[config.mk]
export PLATFORM = sky130hd
export DESIGN_NAME = mem_arbiter
export DESIGN_NICKNAME = d
export VERILOG_FILES = /design/src/rtl/mem_arbiter.sv
export SDC_FILE = /design/constraint.sdc
export NUM_CORES = 1
export LEC_CHECK = 0
export ABC_AREA = 1
export BUFFER_PORTS_ARGS = -buffer_cell sky130_fd_sc_hd__buf_2
export CORE_ASPECT_RATIO = 0.7
export CORE_MARGIN = 2
export CORE_UTILIZATION = 51
export CTS_CLUSTER_SIZE = 24
export DETAILED_ROUTE_END_ITERATION = 6
export PLACE_DENSITY = 0.91
export SLEW_MARGIN = 20
export SYNTH_ARGS = -nofsm -noshare
export SYNTH_HDL_FRONTEND = slang
export SYNTH_SLANG_ARGS = --single-unit
[constraint.sdc]
create_clock -name clk -period 2.15 [get_ports clk]
set_input_delay 0.1075 -clock clk [delete_from_list [all_inputs] [get_ports clk]]
set_output_delay 0.1075 -clock clk [all_outputs]
set_load 0.02 [all_outputs]
[src/rtl/mem_arbiter.sv]
// Two-requester (CPU, IO) arbiter in front of a single-port synchronous memory.
// Each access takes IDLE -> ACCESS -> DONE. The CPU wins contention until it has
// taken STARVE_MAX consecutive grants while IO waits; then IO is granted.
module mem_arbiter #(
    parameter int AW         = 16,
    parameter int DW         = 16,
    parameter int STARVE_MAX = 2
) (
    input  logic          clk,
    input  logic          reset,
    input  logic          cpu_req,
    input  logic          cpu_we,
    input  logic [AW-1:0] cpu_addr,
    input  logic [DW-1:0] cpu_wdata,
    output logic          cpu_ack,
    output logic [DW-1:0] cpu_rdata,
    input  logic          io_req,
    input  logic          io_we,
    input  logic [AW-1:0] io_addr,
    input  logic [DW-1:0] io_wdata,
    output logic          io_ack,
    output logic [DW-1:0] io_rdata,
    output logic [AW-1:0] mem_addr,
    output logic [DW-1:0] mem_wdata,
    output logic          mem_we,
    input  logic [DW-1:0] mem_rdata,
    output logic          busy
);

    localparam int CW = (STARVE_MAX < 1) ? 1 : $clog2(STARVE_MAX + 1);
    localparam logic [CW-1:0] STARVE_LIM = CW'(STARVE_MAX);

    typedef enum logic [1:0] {IDLE, ACCESS, DONE} state_t;
    typedef enum logic {OWN_CPU, OWN_IO} owner_t;

    state_t        state, state_nxt;
    owner_t        owner, grant_owner;
    logic          grant;
    logic [CW-1:0] starve_cnt, starve_nxt;

    // State register
    always_ff @(posedge clk or negedge reset) begin
        if (!reset) state <= IDLE;
        else        state <= state_nxt;
    end

    // Next state, grant decision and starvation counter update
    always_comb begin
        state_nxt   = state;
        grant       = 1'b0;
        grant_owner = OWN_CPU;
        starve_nxt  = starve_cnt;
        case (state)
            IDLE: begin
                if (!io_req) starve_nxt = '0;
                if (cpu_req && io_req) begin
                    grant = 1'b1;
                    if (starve_cnt < STARVE_LIM) begin
                        grant_owner = OWN_CPU;
                        starve_nxt  = starve_cnt + 1'b1;
                    end else begin
                        grant_owner = OWN_IO;
                        starve_nxt  = '0;
                    end
                end else if (cpu_req) begin
                    grant       = 1'b1;
                    grant_owner = OWN_CPU;
                end else if (io_req) begin
                    grant       = 1'b1;
                    grant_owner = OWN_IO;
                    starve_nxt  = '0;
                end
                if (grant) state_nxt = ACCESS;
            end
            ACCESS:  state_nxt = DONE;
            DONE:    state_nxt = IDLE;
            default: state_nxt = IDLE;
        endcase
    end

    // Datapath: the mem_* registers double as the latched request, so mem_we
    // (high only in ACCESS) tells the ACCESS->DONE edge whether to capture rdata
    always_ff @(posedge clk or negedge reset) begin
        if (!reset) begin
            owner      <= OWN_CPU;
            starve_cnt <= '0;
            mem_addr   <= '0;
            mem_wdata  <= '0;
            mem_we     <= 1'b0;
            cpu_ack    <= 1'b0;
            io_ack     <= 1'b0;
            cpu_rdata  <= '0;
            io_rdata   <= '0;
        end else begin
            mem_we  <= 1'b0;
            cpu_ack <= 1'b0;
            io_ack  <= 1'b0;
            case (state)
                IDLE: begin
                    starve_cnt <= starve_nxt;
                    if (grant) begin
                        owner <= grant_owner;
                        if (grant_owner == OWN_IO) begin
                            mem_addr  <= io_addr;
                            mem_wdata <= io_wdata;
                            mem_we    <= io_we;
                        end else begin
                            mem_addr  <= cpu_addr;
                            mem_wdata <= cpu_wdata;
                            mem_we    <= cpu_we;
                        end
                    end
                end
                ACCESS: begin
                    if (owner == OWN_IO) begin
                        io_ack <= 1'b1;
                        if (!mem_we) io_rdata <= mem_rdata;
                    end else begin
                        cpu_ack <= 1'b1;
                        if (!mem_we) cpu_rdata <= mem_rdata;
                    end
                end
                default: ;
            endcase
        end
    end

    assign busy = (state != IDLE);

endmodule

== Word level (Yosys, flattened, before mapping) ==
Index checks and enable logic that the tools add are counted.
Operators by class
  order comparisons: 1
  bitwise logic cells: 2
  $add $sub $neg: 1
  reduce and logical (&&, ||, !) cells: 6
  mux-type cells: 25
  eq/ne operators: 2
Operators by type and width (number)
  2-to-1 mux 16 bit: 2
  2-to-1 mux 1 bit: 16
  2-to-1 mux 2 bit: 6
  AND reduction 3 bit: 2
  one-hot mux 2 bit (2 select lines): 1
  adder 2 x 1 -> 2 bit (second input constant): 1
  equality test 2 x 1 -> 1 bit (second input constant): 1
  logical NOT 2 bit: 1
  less-than comparator 2 bit (second input constant): 1
  inequality test 2 bit (second input constant): 1
  inverter 1 bit: 2
  AND reduction 2 bit: 1
  nonzero test 2 bit: 1
  logical AND 1 bit: 1
Storage, ports and cells
  logic and storage cells: 47
  bits of input ports: 86
  flip-flop bits (word level): 72
  output and inout bits: 68

== Depth between registers and ports, before layout ==
  depth in word-level cells: 7
  gate-level depth with buffers: 7
  depth with buffers taken out: 6

== Worst setup path after synthesis ==
OpenSTA, ideal clock, no wires.
  path kind: register -> register
  from: register state[1]
  to: register mem_addr[10]
  slack: 0.945 ns
  path buffers: 2
  library setup time: 0.118 ns
  stages on the path, launching flop included: 7
  data required time: 2.032 ns
  arrival time: 1.087 ns
  period minus slack after synthesis: 1.205 ns
  cells stage by stage: dfrtp_1 > nor2_4 > buf_6 > buf_2 > nand4_1 > nand3_1 > nand2_1
Between the ends
  word-level cells in the longest chain between the ends: 3
  elaborated cells on any way between the ends: 5
  those cells by class: 3 x mux; 2 x reduce/logical
Ends and longest elaborated chain
  start, declared: RTL line 36  | state_t state, state_nxt;
  start signal, assigned: RTL line 44  | else state <= state_nxt;
  logical NOT 2 bit (*): RTL line 53, 98
  2-to-1 mux 1 bit: RTL line 53  | case (state)
  2-to-1 mux 16 bit / AND reduction 2 bit (equally long branches)
  end signal, assigned: RTL line 104  | mem_addr <= io_addr;
  end signal, assigned: RTL line 108  | mem_addr <= cpu_addr;
  end, declared: RTL line 23  | output logic [AW-1:0] mem_addr,
Mark *: on every way between the ends. The rest lies on a longest branch, timed or not.
A chain may end at the register's enable or synchronous reset.

== Final worst setup path ==
  from: register state[1]
  to: register mem_addr[9]
The elaborated chain is that of the path after synthesis.

==> impl_table.tex <==
\begin{tabular}{lr}
\hline
Metric & Value \\
\hline
\multicolumn{2}{l}{\textbf{Outcome}} \\
Outcome & completed \\
\multicolumn{2}{l}{\textbf{Placed design}} \\
DP Area & between 0.004 and 0.005 mm2 \\
Quantity of I/O buffers inserted on ports & $\sim$150 \\
Final estimated routing congestion in global placement & between 0.8 and 0.9 \\
Estimated wirelength of the detail-placed design & $\sim$6100 um \\
\# placed instances & 650 \\
\multicolumn{2}{l}{\textbf{Drt}} \\
Avg Vias per Cell & between 4 and 5 \\
DR DRC count & 0 \\
Antenna-violating nets left & 0 \\
First-pass iteration count of the detailed router & 4 \\
Number of DRC violations after detailed-routing iteration 0 & about 110 \\
Vias & approximately 3,300 \\
Post-Route WL & between 8000 and 9000 um \\
Routed len/inst & around 13 um \\
\multicolumn{2}{l}{\textbf{Timing}} \\
RSZ-0062 raised after global routing & no \\
Final-report setup violation count & 0 \\
Maximum clock frequency & approximately 600 MHz \\
Worst-case clock skew & 0.0112 ns \\
Final hold viol count & 0 \\
Max-slew headroom at the worst pin & 0.401 \\
Post-Route Setup TNS & 0 ns \\
Crit share post-route & 0.779 \\
Number of pins with negative max-slew slack in the final report & 0 \\
Slew of the pin with the lowest slew margin & 0.899 ns \\
Crit path time final & around 1.7 ns \\
\multicolumn{2}{l}{\textbf{Synth}} \\
Mapped Avg Cell Area & approximately 8.0 um2 \\
Flip-flop and latch count after synthesis & 72 \\
Count of distinct cell types in the synthesized netlist & 20 \\
Post-Synthesis Cell Area & between 0.003 and 0.004 mm2 \\
Sequential fraction of the synthesis area & 0.528 \\
Number of warning messages in the yosys log & 0 \\
Synthesized net count & around 500 \\
Gate count after technology mapping & 428 \\
\multicolumn{2}{l}{\textbf{Floorplanning}} \\
Die Span X & between 100 and 150 um \\
I/O pin total & about 150 \\
Placement row count & 24 \\
Starting density of the core & 0.538 \\
DIE AREA & $\sim$0.0074 mm2 \\
Vertical die dimension & 72.4 um \\
Placeable Area & 0.00634 mm2 \\
\multicolumn{2}{l}{\textbf{Global route}} \\
Largest net degree at the start of global routing & 73 \\
Overall fraction of global-route tracks in use & 0.248 \\
Wire length of the first global-routing pass & roughly 14,000 um \\
Vias in the first global route & approximately 3,200 \\
Initial antenna violation count & 0 \\
Total overflow reported by the global router & 0 \\
\multicolumn{2}{l}{\textbf{Power}} \\
Internal power summed over all cells & $\sim$3.5 mW \\
Proportion of power drawn by combinational gates & 0.487 \\
Proportion of power drawn by flip-flops and latches & 0.365 \\
Static leakage power & about 2.7 nW \\
Total power density per cell area & between 1000 and 1500 mW/mm2 \\
Switching Share & 0.469 \\
Portion of total power attributed to the clock network & 0.149 \\
Maximum vdd drop & slightly below 0.9 mV \\
Switching power summed over all nets & between 3 and 4 mW \\
PnR Total Power & $\sim$6.5 mW \\
\multicolumn{2}{l}{\textbf{Clock network}} \\
Clock buffers created by TritonCTS & 9 \\
TritonCTS clock tree & done \\
CTS Root Buffer Type & sky130\_fd\_sc\_hd\_\_clkbuf\_8 \\
\# resized after CTS & 0 \\
Clock insertion delay at the later pin of the skew report & about 0.34 ns \\
Clock slew at reported path FFs & approximately 0.080 ns \\
Number of buffers added to fix hold violations after cts & 3 \\
Number of setup buffers added after CTS & 0 \\
Deepest level of the CTS H-tree & 3 \\
Num Clock Sinks & 72 \\
Largest buffer count on any clock path & 2 \\
\multicolumn{2}{l}{\textbf{Worst setup path}} \\
Capture point of the worst path & mem\_addr[9] \\
FF-to-FF End & mem\_addr[9] \\
Critical Path Fanout Max & 34 \\
Critical Path RT & around 2.4 ns \\
Type of element capturing the critical path & register \\
Count of cells along the worst register-to-register path & 5 \\
Critical path type & register to register \\
CP startpoint & state[1] \\
Crit start category & register \\
Data arrival time at the worst-slack endpoint & 1.95 ns \\
Startpoint of the lowest-slack register-to-register path & state[1] \\
Slack of the worst reg-to-reg path & 0.48 ns \\
\multicolumn{2}{l}{\textbf{Job}} \\
Number of max-capacitance violations reported & 0 \\
\multicolumn{2}{l}{\textbf{Cells and area}} \\
Filler-free cell count of the finished design & approximately 670 \\
Share of post-route cells with drive strength above 1 & 0.313 \\
Leading cell type in the layout, fill and taps excluded & sky130\_fd\_sc\_hd\_\_buf\_2 \\
Number of diodes added for antenna fixing & 0 \\
Nets & around 660 \\
Total non-filler cell area in the finished layout & about 0.0044 mm2 \\
Layout fillers & about 530 \\
Area grow syn2layout & 28.6\% \\
Commonest cells after routing, fill and taps aside & sky130\_fd\_sc\_hd\_\_buf\_2 (152), sky130\_fd\_sc\_hd\_\_nand2\_1 (130), sky130\_fd\_sc\_hd\_\_inv\_1 (86) \\
\multicolumn{2}{l}{\textbf{Worst hold path}} \\
Hold Crit Class & primary input to register \\
\hline
\end{tabular}
==> critical path, stage by stage, from the launching register on <==
cell,delay [ns]
sky130_fd_sc_hd__dfrtp_1,0.44
sky130_fd_sc_hd__nor2_4,0.35
sky130_fd_sc_hd__o21ai_4,0.10
sky130_fd_sc_hd__inv_2,0.44
sky130_fd_sc_hd__nand3_1,0.17
sky130_fd_sc_hd__nand2_1,0.10
==> synth_stat cells <==
master                     number  area [um2]
sky130_fd_sc_hd__dfrtp_1       72        1800
sky130_fd_sc_hd__buf_4          1        7.51
sky130_fd_sc_hd__o22ai_1        1        6.26
sky130_fd_sc_hd__nand2_1      130         488
sky130_fd_sc_hd__nand3_4        1        17.5
sky130_fd_sc_hd__inv_1         86         323
sky130_fd_sc_hd__clkbuf_1       4        15.0
sky130_fd_sc_hd__o21ai_4        1        16.3
sky130_fd_sc_hd__nand3_1       32         160
sky130_fd_sc_hd__a21oi_1        1        5.00
sky130_fd_sc_hd__nor2_1         4        15.0
sky130_fd_sc_hd__nor2_4         2        22.5
sky130_fd_sc_hd__o21ai_0       24         120
sky130_fd_sc_hd__buf_6          4        45.0
sky130_fd_sc_hd__nand4_1       34         213
sky130_fd_sc_hd__inv_2          1        3.75
sky130_fd_sc_hd__buf_2         15        75.1
sky130_fd_sc_hd__nand2_2        3        18.8
sky130_fd_sc_hd__buf_1          2        7.51
sky130_fd_sc_hd__o21ai_1       10        50.1
==> registers in the layout, indices dropped and copies added (netlist names) <==
register and cells:
mem_addr 16, mem_wdata 16, io_ack 1, mem_we 1, starve_cnt 2, owner 1, io_rdata 16, state 2
cpu_rdata 16, cpu_ack 1
==> through the flow <==
step	worst slack (ns)	hold slack, ns	utilization
5_1_grt	0.300	0.0203	0.692
3_5_place_dp	0.519	0.293	0.659
6_report	0.476	0.0271	0.692
3_3_place_gp	0.591	0.284	0.659
2_1_floorplan	0.945	-0.188	-
4_1_cts	0.484	0.00895	0.692
==> layer usage <==
layer  global-route usage  vias to the layer above  wire [um]
li1                     -                     1619          -
met1                0.315                     1532       3790
met2                0.413                      137       4320
met3               0.0626                       11        549
met4               0.0931                        0         89
met5                    0                        -          0
==> final cells by class <==
class	count	area (um2)	area share
Multi-Input combinational cell	243	1130	0.258
Timing Repair Buffer	160	828	0.189
Tap cell	91	114	0.0260
Sequential cell	72	1800	0.411
Inverter	87	327	0.0745
Clock inverter	6	45.0	0.0103
Clock buffer	10	138	0.0314
==> kinds of logic after synthesis <==
logic type / count (synthesis) / synth area share
AOI/OAI and AO/OA: 37 / 0.0580
buffers and inverters: 113 / 0.140
and+or+nand+nor: 206 / 0.274
DFF: 72 / 0.528
==> power groups by stage <==
| stage | Sequential, mW | Clock (mW) | Combinational (mW) |
|---|---|---|---|
| CTS | 2.37 | 0.994 | 3.18 |
| global placement | 2.37 | 0 | 3.06 |
| detailed placement | 2.39 | 0 | 3.18 |
| global route | 2.45 | 1.05 | 3.49 |
| floorplan | 3.14 | 0 | 1.40 |
| finish | 2.37 | 0.967 | 3.17 |
==> worst min-delay path by stage <==
stage	slack [ns]	cells after the start	end	startpoint
6_report	0.03	3	io_rdata[12]	mem_rdata[12]
5_1_grt	0.02	3	io_rdata[6]	mem_rdata[6]
4_1_cts	0.009	3	io_rdata[11]	mem_rdata[11]
3_5_place_dp	0.29	1	mem_wdata[14]	reset
3_3_place_gp	0.28	1	mem_addr[2]	reset
2_1_floorplan	-0.19	0	cpu_ack	reset
Note: power is estimated with default switching activity, not from simulation.
